**src/rtl/fbindct_pkg.sv**
```systemverilog
// fbindct_pkg: widths, types and lifting constants shared by the binDCT datapath.
package fbindct_pkg;

    localparam int IN_W  = 8;
    localparam int OUT_W = 32;

    typedef logic signed [IN_W-1:0]  sample_t;
    typedef logic signed [OUT_W-1:0] coef_t;

    // Lifting steps as numerator/shift pairs: y = a +/- ((K*b) >>> S)
    localparam int unsigned K_B0 = 13, S_B0 = 5;
    localparam int unsigned K_B1 = 11, S_B1 = 4;
    localparam int unsigned K_D2 = 3,  S_D2 = 3;
    localparam int unsigned K_D3 = 3,  S_D3 = 3;
    localparam int unsigned K_D4 = 1,  S_D4 = 3;
    localparam int unsigned K_D5 = 5,  S_D5 = 4;
    localparam int unsigned K_D6 = 9,  S_D6 = 4;
    localparam int unsigned K_X1 = 3,  S_X1 = 4;
    localparam int unsigned K_D1 = 1,  S_D1 = 1;

endpackage

```
**src/rtl/bindct_lift.sv**
```systemverilog
// bindct_lift: one multiplierless lifting step, y = a +/- ((K*b) >>> S).
module bindct_lift
    import fbindct_pkg::*;
#(
    parameter int unsigned K   = 1,
    parameter int unsigned S   = 0,
    parameter bit          SUB = 1'b0
) (
    input  coef_t a_i,
    input  coef_t b_i,
    output coef_t y_o
);

    coef_t prod;
    coef_t term;

    // Constant product built from one shifted copy of b per set bit of K
    always_comb begin
        prod = '0;
        for (int i = 0; i < 8; i++)
            if (K[i]) prod = prod + (b_i <<< i);
    end

    assign term = prod >>> S;
    assign y_o  = SUB ? a_i - term : a_i + term;

endmodule

```
**src/rtl/fbin_dct.sv**
```systemverilog
// fbin_dct: combinational 8-point forward binDCT (lifting-based integer DCT-II).
// clk and srstn exist only for interface uniformity and never reach the datapath.
module fbin_dct
    import fbindct_pkg::*;
(
    input  logic    clk,
    input  logic    srstn,
    input  sample_t x_in  [0:7],
    output coef_t   x_out [0:7]
);

    logic  unused_ok;
    coef_t xe [0:7];
    coef_t a0, a1, a2, a3, a4, a5, a6, a7;
    coef_t b0, b1;
    coef_t c0, c1, c2, c3, c4, c5, c6, c7;
    coef_t d0, d1, d2, d3, d4, d5, d6;
    coef_t x1;

    assign unused_ok = clk ^ srstn;

    always_comb begin
        for (int i = 0; i < 8; i++)
            xe[i] = coef_t'(x_in[i]);
    end

    assign a0 = xe[0] + xe[7];
    assign a1 = xe[1] + xe[6];
    assign a2 = xe[2] + xe[5];
    assign a3 = xe[3] + xe[4];
    assign a4 = xe[3] - xe[4];
    assign a5 = xe[2] - xe[5];
    assign a6 = xe[1] - xe[6];
    assign a7 = xe[0] - xe[7];

    bindct_lift #(.K(K_B0), .S(S_B0), .SUB(1'b1)) u_b0 (.a_i(a6), .b_i(a5), .y_o(b0));
    bindct_lift #(.K(K_B1), .S(S_B1), .SUB(1'b0)) u_b1 (.a_i(a5), .b_i(b0), .y_o(b1));

    assign c0 = a0 + a3;
    assign c1 = a1 + a2;
    assign c2 = a1 - a2;
    assign c3 = a0 - a3;
    assign c4 = a4 + b1;
    assign c5 = a4 - b1;
    assign c6 = a7 - b0;
    assign c7 = a7 + b0;

    assign d0 = c0 + c1;

    // d1 = (d0 >>> 1) - c1, expressed as a lifting step on -c1
    bindct_lift #(.K(K_D1), .S(S_D1), .SUB(1'b0)) u_d1 (.a_i(-c1), .b_i(d0), .y_o(d1));
    bindct_lift #(.K(K_D2), .S(S_D2), .SUB(1'b1)) u_d2 (.a_i(c2),  .b_i(c3), .y_o(d2));
    bindct_lift #(.K(K_D3), .S(S_D3), .SUB(1'b0)) u_d3 (.a_i(c3),  .b_i(d2), .y_o(d3));
    bindct_lift #(.K(K_D4), .S(S_D4), .SUB(1'b0)) u_d4 (.a_i(c4),  .b_i(c7), .y_o(d4));
    bindct_lift #(.K(K_D5), .S(S_D5), .SUB(1'b0)) u_d5 (.a_i(c5),  .b_i(c6), .y_o(d5));
    bindct_lift #(.K(K_D6), .S(S_D6), .SUB(1'b1)) u_d6 (.a_i(c6),  .b_i(d5), .y_o(d6));
    bindct_lift #(.K(K_X1), .S(S_X1), .SUB(1'b1)) u_x1 (.a_i(c7),  .b_i(d4), .y_o(x1));

    assign x_out[0] = d0;
    assign x_out[1] = x1;
    assign x_out[2] = d3;
    assign x_out[3] = d6;
    assign x_out[4] = d1;
    assign x_out[5] = d5;
    assign x_out[6] = d2;
    assign x_out[7] = d4;

endmodule

```
**config.mk**
```make
export PLATFORM = sky130hd
export DESIGN_NAME = fbin_dct
export DESIGN_NICKNAME = d
export VERILOG_FILES = /design/src/rtl/fbindct_pkg.sv /design/src/rtl/bindct_lift.sv /design/src/rtl/fbin_dct.sv
export SDC_FILE = /design/constraint.sdc
export NUM_CORES = 1
export LEC_CHECK = 0
export BUFFER_PORTS_ARGS = -buffer_cell sky130_fd_sc_hd__clkbuf_2
export CORE_ASPECT_RATIO = 0.9
export CORE_MARGIN = 1.5
export CORE_UTILIZATION = 41
export DETAILED_ROUTE_END_ITERATION = 10
export PLACE_DENSITY = 0.61
export SYNTH_ARGS = -nofsm -noshare
export SYNTH_HDL_FRONTEND = slang
export SYNTH_SLANG_ARGS = --single-unit
export TNS_END_PERCENT = 20
```
**constraint.sdc**
```tcl
create_clock -name vclk -period 76.7
set_input_delay 23.01 -clock vclk [all_inputs]
set_output_delay 23.01 -clock vclk [all_outputs]
set_load 0.01 [all_outputs]
```
==> metrics.txt, run 1 <==
wl on met1 17.0 mm; Iteration-0 DRC Markers 463; Post-synth top cells 282 x ha_1, 265 x inv_1, 140 x nor2_1, 135 x xnor2_1, 122 x buf_4; core footprint 32900 um^2; first-pass detailed-route iteration total 5; antenna cells 0; final-report hold violation count 0; hpwl dp 31.5 mm; drt drc 0; Slew Limit Fails 0; remaining antenna violation count 0; Netlist Area Pre-Place 13700 um^2; Syn. warnings 0; Max Clk Rate 0.0165 GHz; max incr delay on CP 0.81 ns; Bufs and invs on worst path 10; vias in the first global route 11.2k; CP Capture Type output port; Slowest-stage cell, CP o31ai_4; Routed wire per std cell 14.6 um; WL met3 1.47 mm; Hold Buf Count CTS 0; Hold Path Class input pin to output port; first-pass GRT wire length 54.9 mm; Syn Nets 2198; die span in x 196 um; # resized after CTS 0; Cell Rows 63; Slew Limit Headroom 20.2%; Synth Area per Inst 7.79 um^2; final worst slack 16.07 ns; Seq Cell Count 0; max cap viols 0; Vias 12.0k; pre-CTS setup slack 16.15 ns; CLK BUF 0; setup TNS 0 ns; initial antenna violation count 1; largest net degree at the start of global routing 31; Tmin final 60.63 ns; buffers added on ports 320; placed inst area 14900 um^2; Final setup violation count 0; worst-path maximum fanout 24; register area 0 um^2; sequential-to-total area share from yosys stat 0%; share of cells above drive strength 1 18.7%; CP delay by family, top adder cells; Total Wirelength 34.5 mm; Final Cell Area 14900 um^2; GPL Wtd Cong 0.901; RSZ-0062 raised after global routing false; vias per cell 5.10; max layer used met5; Mapped Cells 1761; WP data required 53.69 ns; cell with the most instances after synthesis ha_1; Tot GR Track Use 19.2%; CP arrival 37.62 ns; Distinct cells, synth 85; postcts setup bufs 0; area delta synth->final 8.52%; outcome finished clean; Final nets 2377; I/O pins 322; total gr overflow 0; Die Height 177 um; Slew @ Worst Pin 1.19 ns; post-synth top area cell ha_1; period utilisation layout 79.0%; Fill cells 3301; startpoint types input pin; Synth top area share 25.7%; Synth area leaders ha_1 26%, fa_1 13%, xnor2_1 8.6%; Die ar. 34600 um^2; Initial Util 41.6%; metal2 WL 15.5 mm; type of the worst setup path input pin to output port
layer usage:
metal / GRT usage (%) / up-vias
met5: 0 / -
met2: 32.6 / 254
li1: - / 6219
met3: 1.38 / 24
met1: 27.4 / 5532
met4: 2.24 / 2
final cells by class:
type	count	area, um^2	share of cell area (%)
inverters	266	1000	6.72
well taps	422	528	3.55
repair buffers	322	1620	10.9
multi-input cells	1350	11700	78.9
per-stage QoR:
stage / std cells / utilization [%] / hold slack, ns
after global placement: 2360 / 45.2 / 46.64
final: 2360 / 45.2 / 46.62
after detailed placement: 2360 / 45.2 / 46.62
after floorplan: 1761 / - / 46.40
after global routing: 2360 / 45.2 / 46.67
after CTS: 2360 / 45.2 / 46.63
cell usage in the layout, fill, tap and decap left out, drive strengths merged, types with 13 or more instances in the layout:
cell      n
a211oi   13
a21boi   21
a21o     33
a21oi   122
clkbuf  320
fa       89
ha      282
inv     266
nand2    47
nand2b   20
nand3    14
nor2    140
nor2b    25
nor3     37
o21a     17
o21ai    81
o21bai   51
o31ai    13
xnor2   136
xor2     54
path summary, 6_finish.rpt:
path / depth (start not counted) / from / end
min: 4 / x_in[16] / x_out[32]
max: 58 / x_in[40] / x_out[203]
cell families after synthesis:
group           synth area share (%)
compound gates                  21.3
mux                            0.693
buf+inv                         14.6
xor+xnor                        12.6
simple gates                    12.1
fa+ha+maj                       38.7
Power of run 1 is not shown: default switching activity piles up to over one toggle a cycle in this logic, so the estimate is an artifact.
==> run 2: changes to the inputs <==
ABC_AREA = 1   (was unset)
PLACE_DENSITY = 0.63   (was 0.61)
clock period = 54.7 ns   (was 76.7 ns; I/O delays follow)
==> metrics.txt, run 2 <==
Tmin final 45.51 ns; Mapped Cells 2024 (was 1761); Die ar. 35600 um^2 (was 34600 um^2); most used cell along the critical path nand2_1; Synth Area per Inst 6.99 um^2 (was 7.79 um^2); Final nets 2649 (was 2377); Hold Path Class input pin to output port (unchanged); Netlist Area Pre-Place 14100 um^2 (was 13700 um^2); share of cells above drive strength 1 17.4% (was 18.7%); total gr overflow 0 (unchanged); Distinct cells, synth 51 (was 85); postcts setup bufs 0 (unchanged); post-synth top area cell ha_1 (unchanged); remaining antenna violation count 0 (unchanged); Tot GR Track Use 20.1% (was 19.2%); worst-path maximum fanout 5 (was 24); Slew @ Worst Pin 1.19 ns (about the same); Hold Buf Count CTS 0 (unchanged); Slew Limit Fails 0 (unchanged); Post-synth top cells 417 x inv_1, 338 x nand2_1, 282 x ha_1, 161 x a21oi_1, 127 x xor2_1 (was 282 x ha_1, 265 x inv_1, 140 x nor2_1, 135 x xnor2_1, 122 x buf_4); Vias 12.9k (was 12.0k); Slowest-stage cell, CP o311ai_0 (was o31ai_4); vias in the first global route 12.0k (was 11.2k); Total Wirelength 36.6 mm (was 34.5 mm); type of the worst setup path input pin to output port (unchanged); Die Height 179 um (was 177 um); register area 0 um^2 (unchanged); Max Clk Rate 0.0220 GHz; Cell Rows 64 (was 63); Synth area leaders ha_1 25%, fa_1 13%, inv_1 11% (was ha_1 26%, fa_1 13%, xnor2_1 8.6%); I/O pins 322 (unchanged); max layer used met4 (was met5); largest net degree at the start of global routing 31 (unchanged); worst-case hold slack 33.45 ns (was 46.62 ns); most frequent cells in the layout 417 x inv_1, 338 x nand2_1, 320 x clkbuf_2 (was 320 x clkbuf_2, 282 x ha_1, 265 x inv_1); die span in x 199 um (was 196 um); Synth top area share 25.0% (was 25.7%); max cap viols 0 (unchanged); Fill cells 3604 (was 3301); RSZ-0062 raised after global routing false (unchanged); final-report hold violation count 0 (unchanged); cell with the most instances after synthesis inv_1 (was ha_1); most common cell after layout, fill and taps aside inv_1 (was clkbuf_2); vias per cell 4.84 (was 5.10); CP Capture Type output port (unchanged); GPL Wtd Cong 0.927 (was 0.901); core footprint 34000 um^2 (was 32900 um^2); Slew Limit Headroom 20.0% (was 20.2%); Syn Nets 2461 (was 2198); initial antenna violation count 2 (was 1); setup TNS 0 ns (unchanged); max incr delay on CP 0.59 ns (was 0.81 ns); CLK BUF 0 (unchanged); startpoint types input pin (unchanged); sequential-to-total area share from yosys stat 0% (unchanged); CP arrival 29.10 ns (was 37.62 ns); Final setup violation count 0 (unchanged); buffers added on ports 320 (unchanged); # resized after CTS 0 (unchanged); period utilisation layout 83.2%; Routed wire per std cell 13.7 um (was 14.6 um); first-pass GRT wire length 58.2 mm (was 54.9 mm); Syn. warnings 0 (unchanged); Iteration-0 DRC Markers 542 (was 463); Seq Cell Count 0 (unchanged); first-pass detailed-route iteration total 5 (unchanged); outcome finished clean (unchanged); area delta synth->final 8.59% (was 8.52%); Initial Util 41.6% (about the same); drt drc 0 (unchanged); metal2 WL 17.2 mm (was 15.5 mm); WP data required 38.29 ns (was 53.69 ns); wl on met1 17.1 mm (was 17.0 mm); WL met3 1.38 mm (was 1.47 mm); hpwl dp 33.2 mm (was 31.5 mm)
[run 2: cell count changes after synthesis, moves of 20 or more]
cell and delta:
xor2_1 +74, nand2b_1 -20, nand3_1 +52, a21oi_1 +41, o21bai_1 -22, nor2b_1 -25, nand2_1 +291, inv_1 +152
xnor2_1 -71, nor2_1 -84
[run 2: logic make-up (layout without fill, tap and decap cells)]
| logic type | Yosys count | count (layout) | synth area share, % |
|---|---|---|---|
| adders and majority gates | 371 | 371 | 37.6 |
| buffers and inverters | 566 | 752 | 18.4 |
| other | 0 | 2 | 0 |
| and+or+nand+nor | 545 | 545 | 16.8 |
| AOI/OAI and AO/OA | 346 | 346 | 14.6 |
| xor gates and xnor gates | 196 | 196 | 12.6 |
[run 2: per-layer routing]
layer  GRT usage, %  up-vias
met1           26.5     5865
met2           35.7      312
met3          0.978       44
met5              0        -
met4           4.89        0
li1               -     6710
[run 2: final timing paths]
path	slack, ns	to	start	cells after the start
worst max-delay path	9.19	x_out[204]	x_in[40]	62
worst min-delay path	33.45	x_out[32]	x_in[16]	4
[run 2: cell type report]
cell class	instances	area [um^2]	share of cell area [%]
multi-input cells	1458	11500	75.1
repair buffers	323	1620	10.6
inverters	429	1610	10.5
well taps	462	578	3.76
diodes	2	5.00	0.0326
[run 2: critical path: cells and delay by family]
kind / cells / cell delay, ns
buffers and inverters: 11 / 1.00
AOI/OAI and AO/OA: 11 / 2.65
xor gates and xnor gates: 6 / 1.90
and+or+nand+nor: 20 / 1.97
adders and majority gates: 14 / 5.15
[run 2: metrics by stage]
stage	instance area (um^2)	instances	setup slack [ns]	utilization, %
after CTS	15300	2672	9.15	45.2
final	15400	2674	9.19	45.2
after floorplan	14100	2024	10.87	-
after detailed placement	15300	2672	9.20	45.2
after global routing	15400	2673	8.05	45.2
after global placement	15300	2672	9.35	45.2
Power of run 2 is left out for the same reason.
==> run 3: changes to the inputs <==
PLACE_DENSITY = 0.6   (was 0.63)
clock period = 45.3 ns   (was 54.7 ns; I/O delays follow)
==> metrics.txt, run 3 (same netlist as run 2, synthesis figures left out) <==
Cell Rows 64 (unchanged); CP Capture Type output port (unchanged); Die ar. 35600 um^2 (unchanged); Hold Buf Count CTS 0 (unchanged); antenna cells 0 (was 2); Slew Limit Fails 0 (unchanged); most frequent cells in the layout 417 x inv_1, 338 x nand2_1, 320 x clkbuf_2 (unchanged); I/O pins 322 (unchanged); final worst slack 5.24 ns (was 9.19 ns); area delta synth->final 8.61% (was 8.59%); core footprint 34000 um^2 (unchanged); GPL Wtd Cong 0.913 (was 0.927); remaining antenna violation count 0 (unchanged); Final setup violation count 0 (unchanged); type of the worst setup path input pin to output port (unchanged); RSZ-0062 raised after global routing false (unchanged); share of cells above drive strength 1 17.4% (about the same); worst hold path cell count 4 (unchanged); final-report hold violation count 0 (unchanged); Total Wirelength 36.9 mm (was 36.6 mm); setup TNS 0 ns (unchanged); Hold Path Class input pin to output port (unchanged); CLK BUF 0 (unchanged); worst-path maximum fanout 5 (unchanged); drt drc 0 (unchanged); Iteration-0 DRC Markers 484 (was 542); first-pass detailed-route iteration total 5 (unchanged); # resized after CTS 0 (unchanged); initial antenna violation count 2 (unchanged); total gr overflow 0 (unchanged); pre-CTS setup slack 5.41 ns (was 9.20 ns); Initial Util 41.6% (unchanged); Slew @ Worst Pin 1.15 ns (was 1.19 ns); first-pass GRT wire length 58.7 mm (was 58.2 mm); CP arrival 26.47 ns (was 29.10 ns); most used cell along the critical path nand2_1 (unchanged); die span in x 199 um (unchanged); hold path start x_in[16] (unchanged); Routed wire per std cell 13.8 um (was 13.7 um); buffers added on ports 320 (unchanged); Seq Cell Count 0 (unchanged); startpoint types input pin (unchanged); Tmin final 40.06 ns; max incr delay on CP 0.64 ns (was 0.59 ns); vias per cell 4.79 (was 4.84); max cap viols 0 (unchanged); Tot GR Track Use 20.3% (was 20.1%); Final nets 2650 (was 2649); register area 0 um^2 (unchanged); vias in the first global route 12.0k (about the same); period utilisation layout 88.4%; hpwl dp 33.6 mm (was 33.2 mm); Die Height 179 um (unchanged); Max Clk Rate 0.0250 GHz; postcts setup bufs 0 (unchanged); outcome finished clean (unchanged); hold endpoint x_out[32] (unchanged); largest net degree at the start of global routing 31 (unchanged); Vias 12.8k (was 12.9k); Slowest-stage cell, CP o311ai_0 (unchanged); most common cell after layout, fill and taps aside inv_1 (unchanged); Slew Limit Headroom 22.8% (was 20.0%); WP data required 31.71 ns (was 38.29 ns)
==> run 3: cell types whose count changed in the layout (fill, tap and decap cells not counted), sizes merged <==
cell   delta
diode     -2
buf       +1
==> run 3: per-stage QoR <==
| stage | std cells | area, um^2 | hold slack (ns) | util, % |
|---|---|---|---|---|
| 3_3_place_gp | 2673 | 15400 | 27.83 | 45.2 |
| 5_1_grt | 2673 | 15400 | 27.88 | 45.2 |
| 3_5_place_dp | 2673 | 15400 | 27.83 | 45.2 |
| 6_report | 2673 | 15400 | 27.83 | 45.2 |
| 2_1_floorplan | 2024 | 14100 | 27.57 | - |
| 4_1_cts | 2673 | 15400 | 27.84 | 45.2 |
==> run 3: cell type report <==
class                           count  area (um^2)
Inverter                          429         1610
Multi-Input combinational cell   1458        11500
Timing Repair Buffer              324         1630
Tap cell                          462          578
Fill cell                        3637        18600
==> run 3: routing by layer <==
metal | global-route usage (%) | up-vias | share of wire, %
li1 | - | 6703 | -
met1 | 26.6 | 5752 | 46
met2 | 37.9 | 326 | 48
met3 | 0.922 | 22 | 4.1
met4 | 2.15 | 4 | 1.2
met5 | 0 | - | 0.062
==> run 3: how the worst max path moves through the flow <==
| stage | start | end | depth (start not counted) |
|---|---|---|---|
| detailed placement | x_in[40] | x_out[204] | 62 |
| global route | x_in[40] | x_out[154] | 64 |
| finish | x_in[40] | x_out[204] | 62 |
| floorplan | x_in[40] | x_out[142] | 63 |
| global placement | x_in[40] | x_out[204] | 62 |
| CTS | x_in[40] | x_out[204] | 62 |
==> run 3: worst max-delay path, delay by kind of cell <==
kind | cells | cell delay [ns]
adder cells (fa/ha/maj) | 14 | 5.16
AO/OA/AOI/OAI | 11 | 2.70
XOR/XNOR | 6 | 2.01
AND/OR/NAND/NOR | 20 | 1.95
buffers and inverters | 11 | 1.00
Power of run 3 is left out for the same reason.
